[src/rtl/arb_client.sv]
// Requester-side agent: takes a burst command, requests the arbiter, and counts granted beats.
// Latency: req rises the cycle after command accept; done pulses the cycle after the final beat or abort.
// Backpressure: cmd_ready is high only in IDLE; gnt low in BUSY stalls beat counting until timeout.
module arb_client #(
  parameter int LEN_W   = 4,
  parameter int TO_W    = 8,
  parameter int TIMEOUT = 200
) (
  input  logic             clock,
  input  logic             reset,
  input  logic             cmd_valid,
  input  logic [LEN_W-1:0] cmd_len,
  output logic             cmd_ready,
  output logic             req,
  input  logic             gnt,
  output logic             beat,
  output logic [LEN_W:0]   beat_cnt,
  output logic             done,
  output logic             timeout_err
);

  typedef enum logic [1:0] {
    S_IDLE = 2'd0,
    S_BUSY = 2'd1,
    S_DONE = 2'd2
  } state_t;

  // Wait-counter value at which an un-granted cycle triggers the abort.
  localparam logic [TO_W-1:0] WAIT_LAST = TO_W'(TIMEOUT - 1);

  state_t           state_q, state_d;
  logic [LEN_W-1:0] remaining_q, remaining_d;
  logic [LEN_W:0]   beat_cnt_q, beat_cnt_d;
  logic [TO_W-1:0]  wait_q, wait_d;
  logic             timeout_err_q, timeout_err_d;

  // Interface outputs decode the state register only, so gnt/cmd_valid never reach req/cmd_ready/done.
  assign req         = (state_q == S_BUSY);
  assign cmd_ready   = (state_q == S_IDLE);
  assign done        = (state_q == S_DONE);
  assign beat        = (state_q == S_BUSY) && gnt;
  assign beat_cnt    = beat_cnt_q;
  assign timeout_err = timeout_err_q;

  // Next-state and datapath: accept in IDLE, count beats or grant-wait cycles in BUSY, one DONE cycle.
  always_comb begin
    state_d       = state_q;
    remaining_d   = remaining_q;
    beat_cnt_d    = beat_cnt_q;
    wait_d        = wait_q;
    timeout_err_d = timeout_err_q;
    case (state_q)
      S_IDLE: begin
        if (cmd_valid) begin
          state_d       = S_BUSY;
          remaining_d   = cmd_len;
          beat_cnt_d    = '0;
          wait_d        = '0;
          timeout_err_d = 1'b0;
        end
      end
      S_BUSY: begin
        if (gnt) begin
          // A beat always beats the timeout threshold on the same cycle.
          beat_cnt_d = beat_cnt_q + 1'b1;
          wait_d     = '0;
          if (remaining_q == '0) begin
            state_d = S_DONE;
          end else begin
            remaining_d = remaining_q - 1'b1;
          end
        end else if (wait_q == WAIT_LAST) begin
          timeout_err_d = 1'b1;
          wait_d        = '0;
          state_d       = S_DONE;
        end else begin
          wait_d = wait_q + 1'b1;
        end
      end
      S_DONE: begin
        // Trailing grants here are ignored; req is low for this cycle.
        state_d = S_IDLE;
      end
      default: begin
        state_d = S_IDLE;
      end
    endcase
  end

  // State and counter registers with asynchronous active-low reset.
  always_ff @(posedge clock or negedge reset) begin
    if (!reset) begin
      state_q       <= S_IDLE;
      remaining_q   <= '0;
      beat_cnt_q    <= '0;
      wait_q        <= '0;
      timeout_err_q <= 1'b0;
    end else begin
      state_q       <= state_d;
      remaining_q   <= remaining_d;
      beat_cnt_q    <= beat_cnt_d;
      wait_q        <= wait_d;
      timeout_err_q <= timeout_err_d;
    end
  end

endmodule

[config.mk]
export PLATFORM = sky130hd
export DESIGN_NAME = arb_client
export DESIGN_NICKNAME = d
export VERILOG_FILES = /design/src/rtl/arb_client.sv
export SDC_FILE = /design/constraint.sdc
export NUM_CORES = 1
export LEC_CHECK = 0
export ABC_AREA = 1
export CAP_MARGIN = 25
export CORE_ASPECT_RATIO = 0.8
export CORE_MARGIN = 4
export CORE_UTILIZATION = 35
export CTS_CLUSTER_SIZE = 10
export DETAILED_ROUTE_END_ITERATION = 7
export DONT_BUFFER_PORTS = 1
export MAX_ROUTING_LAYER = met4
export SYNTH_ARGS = -nofsm -noshare
export SYNTH_HDL_FRONTEND = slang
export SYNTH_SLANG_ARGS = --single-unit
[constraint.sdc]
create_clock -name clock -period 1.1 [get_ports clock]
set_input_delay 0.22 -clock clock [delete_from_list [all_inputs] [get_ports clock]]
set_output_delay 0.22 -clock clock [all_outputs]
set_load 0.005 [all_outputs]
; After elaboration in Yosys (flattened, before gate mapping)
; Cells that the tools add are included.
[word_totals]
in_bits = 8
out_inout_bits = 10
wordCells = 47
ff_bits = 20
[op_classes]
mux = 20
n_reduce_logical = 9
eq_ne = 10
add_sub_neg = 3
[op_table]
columns = op, n
row1 = two-way mux 8 bit, 3
row2 = case mux 8 bit (2 select lines), 1
row3 = two-way mux 4 bit, 3
row4 = two-way mux 5 bit, 2
row5 = case mux 5 bit (2 select lines), 1
row6 = "adder 8 x 1 -> 8 bit, second input constant", 1
row7 = "equality test 8 bit, second input constant", 1
row8 = two-way mux 2 bit, 4
row9 = case mux 4 bit (2 select lines), 1
row10 = AND reduction 4 bit, 2
row11 = "!= test 2 bit, second input constant", 3
row12 = AND reduction 3 bit, 2
row13 = "adder 5 x 1 -> 5 bit, second input constant", 1
row14 = logical NOT 4 bit, 1
row15 = "!= test 2 x 1 -> 1 bit, second input constant", 2
row16 = case mux 2 bit (2 select lines), 1
row17 = "subtractor 4 x 1 -> 4 bit, second input constant", 1
row18 = two-way mux 1 bit, 3
row19 = "!= test 3 x 1 -> 1 bit, second input constant", 1
row20 = "!= test 3 x 2 -> 1 bit, second input constant", 1
row21 = "equality test 2 x 1 -> 1 bit, second input constant", 1
row22 = "equality test 2 bit, second input constant", 1
row23 = logical NOT 2 bit, 1
row24 = case mux 1 bit (2 select lines), 1
row25 = 3 further kinds, 3

; Longest topological paths before layout
[logic_depth]
depth_word = 4
ltp_mapped = 8
ltp_nobuf = 8

; Least setup slack after synthesis
; Ideal clock, no wire load.
[synth_path]
path_type = flip-flop to flip-flop
startpoint = register state_q[1]
endpoint = register remaining_q[2]
t_required_ns = 0.984
slack_ns = -0.157
arrival_ns = 1.140
n_path_buf = 0
synth_period_minus_slack_ns = 1.257
stages_incl_launch_ff = 9
setup_ns = 0.116
cell_sequence = dfrtp_1 > inv_1 > nand2_2 > nor2_4 > nand2_2 > nand2_2 > o21ai_0 > nand2_1 > nand2_1
[synth_between]
elab_chain_cells = 3
word_cells_on_any_way = 8
cone_classes = 4 x eq/ne / 1 x mux / 3 x reduce/logical
[synth_lines]
columns = item, line
row1 = from (decl), 31  ; state_t state_q, state_d;
row2 = from (signal assigned), 99  ; state_q <= state_d;
row3 = equality test 2 x 1 -> 1 bit / logical NOT 2 bit (equally long branches), 52  ; case (state_q)
row4 = "!= test 2 bit (no source line), or another cell as far along", -
row5 = AND reduction 4 bit (no source line), -
row6 = to (signal assigned), 100  ; remaining_q <= remaining_d;
row7 = to (decl), 32  ; logic [LEN_W-1:0] remaining_q, remaining_d;
; Several ways; a longest one is shown, not always the timed one.
; A chain may end at the register's enable or synchronous reset.

; Worst setup path after layout
[layout_path]
startpoint = register state_q[0]
endpoint = output port req
[layout_between]
elab_chain_cells = 1
[layout_lines]
columns = item, line
row1 = equality test 2 x 1 -> 1 bit, 38  ; assign req = (state_q == S_BUSY);
row2 = to (decl), 14  ; output logic req,
; Every way passes these cells.

==> reports/summary.log <==
qor: route.drt-vias-per-instance 4.99
qor: synthesis.yosys_warnings 0
qor: floorplan.fp.dieH 59.2 um
qor: critical_path.ff2ff_path_depth 9
qor: sta.post-route-period-util 122%
qor: clocking.htree_num_levels 1
qor: synthesis.syn_inst 150
qor: global_routing.grt_pass1_vias 1149
qor: floorplan.initial_utilization 36.9%
qor: layout.area.sequential 503 um^2
qor: sta.report.final.hold_viol_count 0
qor: sta.final_period_minus_worst_setup_slack 1340 ps
qor: layout.layout-area-overhead-vs-synth 60.0%
qor: clocking.clk_buf_depth 2
qor: global_routing.initial_antenna_violation_count 0
qor: sta.rsz_0062_raised_after_global_routing true
qor: sta.finClkSkew 7.27 ps
qor: critical_path.startpoint_class_of_the_critical_path flop
qor: critical_path.r2r-end wait_q[6]
qor: clocking.cts.clk_slew.worst_paths 80 ps
qor: global_routing.gr-total-overflow 0
qor: global_routing.grt_start_max_net_pins 21
qor: critical_path.critical_path.reg2reg.startpoint state_q[0]
qor: sta.tightestPinTransition 914 ps
qor: placed_design.port_buffers 0
qor: layout.layout.cells.most_common sky130_fd_sc_hd__nand2_1
qor: clocking.clock_sink_count 20
qor: sta.timing_max_transition_violations_final 0
qor: global_routing.grt_first_pass_wirelength 5190 um
qor: min_path.timing.hold.worst.class in2async
qor: power_and_ir_drop.power_leakage 0.911 nW
qor: critical_path.critPathRequiredTime 880 ps
qor: route.drt.antenna.violating_nets 0
qor: layout.fill_cells 254
qor: layout.number_of_antenna_diodes 0
qor: power_and_ir_drop.powerDensity 2500 nW/um^2
qor: synthesis.ys_ff_latch 20
qor: route.detailedRoute.firstPassIterationCount 5
qor: layout.mostFrequentLayoutCells 35 x sky130_fd_sc_hd__nand2_1, 29 x sky130_fd_sc_hd__buf_4, 18 x sky130_fd_sc_hd__dfrtp_1
qor: synthesis.seq_area_frac_synth 43.6%
qor: synthesis.ys_types 22
qor: floorplan.die_area 4260 um^2
qor: critical_path.timing.critical_path.arrival 1120 ps
qor: floorplan.die_width 72.0 um
qor: status.failed_checks negative setup slack
qor: route.number_of_design_rule_violations_left_after_detail_routing 0
qor: critical_path.reg2reg_slack -230 ps
qor: critical_path.path_class reg2out
qor: global_routing.groute.usage.overall 16.3%
qor: route.total_length_of_routed_wires 3230 um
qor: power_and_ir_drop.power.ir.vdd_worst 0.00136 V
qor: layout.layout.nets 210
qor: synthesis.syn-mean-instance-area 7.65 um^2
qor: run.maxCapViolations 0
qor: floorplan.io_pins 18
qor: sta.postLayoutSetupSlackWorst -241 ps
qor: route.drtIter0Drc 26
qor: route.dr_total_vias 1182
qor: placed_design.dp_hpwl 2140 um
qor: clocking.clock_tree_from_tritoncts done
qor: sta.setup-violations-final 24
qor: synthesis.postSynthNetCount 162
qor: placed_design.place_worst_setup_slack -155 ps
qor: clocking.cts-root-buf sky130_fd_sc_hd__clkbuf_8
qor: status.status complete, but fails checks
qor: clocking.tritoncts.num_buffers 3
qor: synthesis.syn_area 1150 um^2
qor: floorplan.fp-row-count 18
qor: clocking.clock_insertion_delay_worst_skew 270 ps
qor: critical_path.crit_path_max_fanout 5
qor: floorplan.core_area 3110 um^2
qor: layout.multi_input_gate_area_in_the_final_layout 753 um^2
qor: sta.fmax 746 MHz
qor: route.detail_route.wl_per_cell 13.6 um
qor: placed_design.globalplace.congestion 0.804
qor: power_and_ir_drop.power.total 4.58 mW
qor: layout.fraction_of_final_layout_cells_with_drive_strength_greater_than_1 45.2%
qor: critical_path.setup.worst_path.end_class output port
qor: sta.worst_slew_margin_rel 39.0%
-- final cells by class --
| cell class | instances | area share, % |
|---|---|---|
| clock buffer | 3 | 2.25 |
| clock inverter | 1 | 1.64 |
| inverter | 19 | 4.43 |
| multi-input combinational | 111 | 41.0 |
| sequential | 20 | 27.4 |
| tap | 40 | 2.73 |
| timing repair buffer | 43 | 20.5 |
-- Yosys cell counts --
cell / instances / area, um^2
sky130_fd_sc_hd__clkinv_2: 1 / 5.00
sky130_fd_sc_hd__nand4_1: 6 / 37.5
sky130_fd_sc_hd__ha_1: 4 / 50.1
sky130_fd_sc_hd__a22o_1: 2 / 17.5
sky130_fd_sc_hd__nand3_1: 12 / 60.1
sky130_fd_sc_hd__nor3b_2: 1 / 12.5
sky130_fd_sc_hd__xnor2_1: 1 / 8.76
sky130_fd_sc_hd__nand2_2: 7 / 43.8
sky130_fd_sc_hd__o21ai_0: 10 / 50.1
sky130_fd_sc_hd__xor2_1: 2 / 17.5
sky130_fd_sc_hd__o21bai_1: 1 / 7.51
sky130_fd_sc_hd__nor2_1: 18 / 67.6
sky130_fd_sc_hd__nand2_1: 40 / 150
sky130_fd_sc_hd__nor3_1: 1 / 5.00
sky130_fd_sc_hd__nor2_4: 2 / 22.5
sky130_fd_sc_hd__o31ai_1: 1 / 7.51
sky130_fd_sc_hd__a21oi_1: 1 / 5.00
sky130_fd_sc_hd__dfrtp_1: 20 / 500
sky130_fd_sc_hd__o21ai_1: 1 / 5.00
sky130_fd_sc_hd__inv_2: 2 / 7.51
sky130_fd_sc_hd__inv_1: 16 / 60.1
sky130_fd_sc_hd__or2_2: 1 / 6.26
-- where the power goes --
group	internal [mW]	switching (mW)	leakage, nW	total, mW
clock network	0.487	0.272	0.0357	0.759
logic	1.37	1.31	0.612	2.68
registers	0.941	0.204	0.263	1.14
total	2.79	1.79	0.911	4.58
-- worst max-delay path: stages, from the launching register on --
cell and delay, ps:
sky130_fd_sc_hd__dfrtp_2 450, sky130_fd_sc_hd__inv_2 70, sky130_fd_sc_hd__nor2_4 200, sky130_fd_sc_hd__buf_6 130
-- kinds of logic (layout without fill, tap and decap cells) --
family	after synthesis	after routing	synth area share (%)
AO/OA/AOI/OAI	16	16	8.07
XOR/XNOR	3	3	2.29
AND/OR/NAND/NOR	88	88	35.3
adder cells (fa/ha/maj)	4	4	4.36
buffers and inverters	19	66	6.33
flip-flops	20	20	43.6
-- state kept, by name, indices dropped and copies added (netlist names) --
signal,count
beat_cnt,5
remaining_q,4
state_q,2
timeout_err,1
wait_q,8
-- routing by layer --
layer / up-vias / share of wire, % / track usage, % / wire (um)
li1: 584 / - / - / -
met1: 559 / 46 / 21.2 / 1470
met2: 32 / 48 / 24.6 / 1540
met3: 7 / 5.0 / 4.41 / 163
met4: 0 / 1.7 / 5.90 / 56
met5: - / 0 / - / 0
-- worst max path at each step --
stage,startpoint,endpoint,cells after the start
final,state_q[0],req,3
after detailed placement,state_q[1],remaining_q[2],8
after floorplan,state_q[1],remaining_q[2],8
after global routing,state_q[0],wait_q[6],9
after global placement,state_q[1],remaining_q[2],8
after CTS,state_q[1],beat,4
-- stage by stage --
stage	utilization [%]	TNS, ps	hold WS [ps]	instances	cell area (um^2)
2_1_floorplan	-	-437	-75.6	150	1170
3_3_place_gp	46.5	-1190	-74.9	220	1440
3_5_place_dp	46.5	-1810	-74.9	220	1440
4_1_cts	53.3	-5270	162	230	1660
5_1_grt	59.1	-5800	180	237	1840
6_report	59.1	-4430	145	237	1840
-- what timing repair did --
item	4_1_cts	5_1_grt
pin swaps	6	17
buffers inserted	5	7
gates resized for setup	26	34
hold endpoints to repair	20	0
endpoints found under the setup margin	24	45
cloned	0	0
hold buffers	1	0
Note: power is estimated with default switching activity, not from simulation.
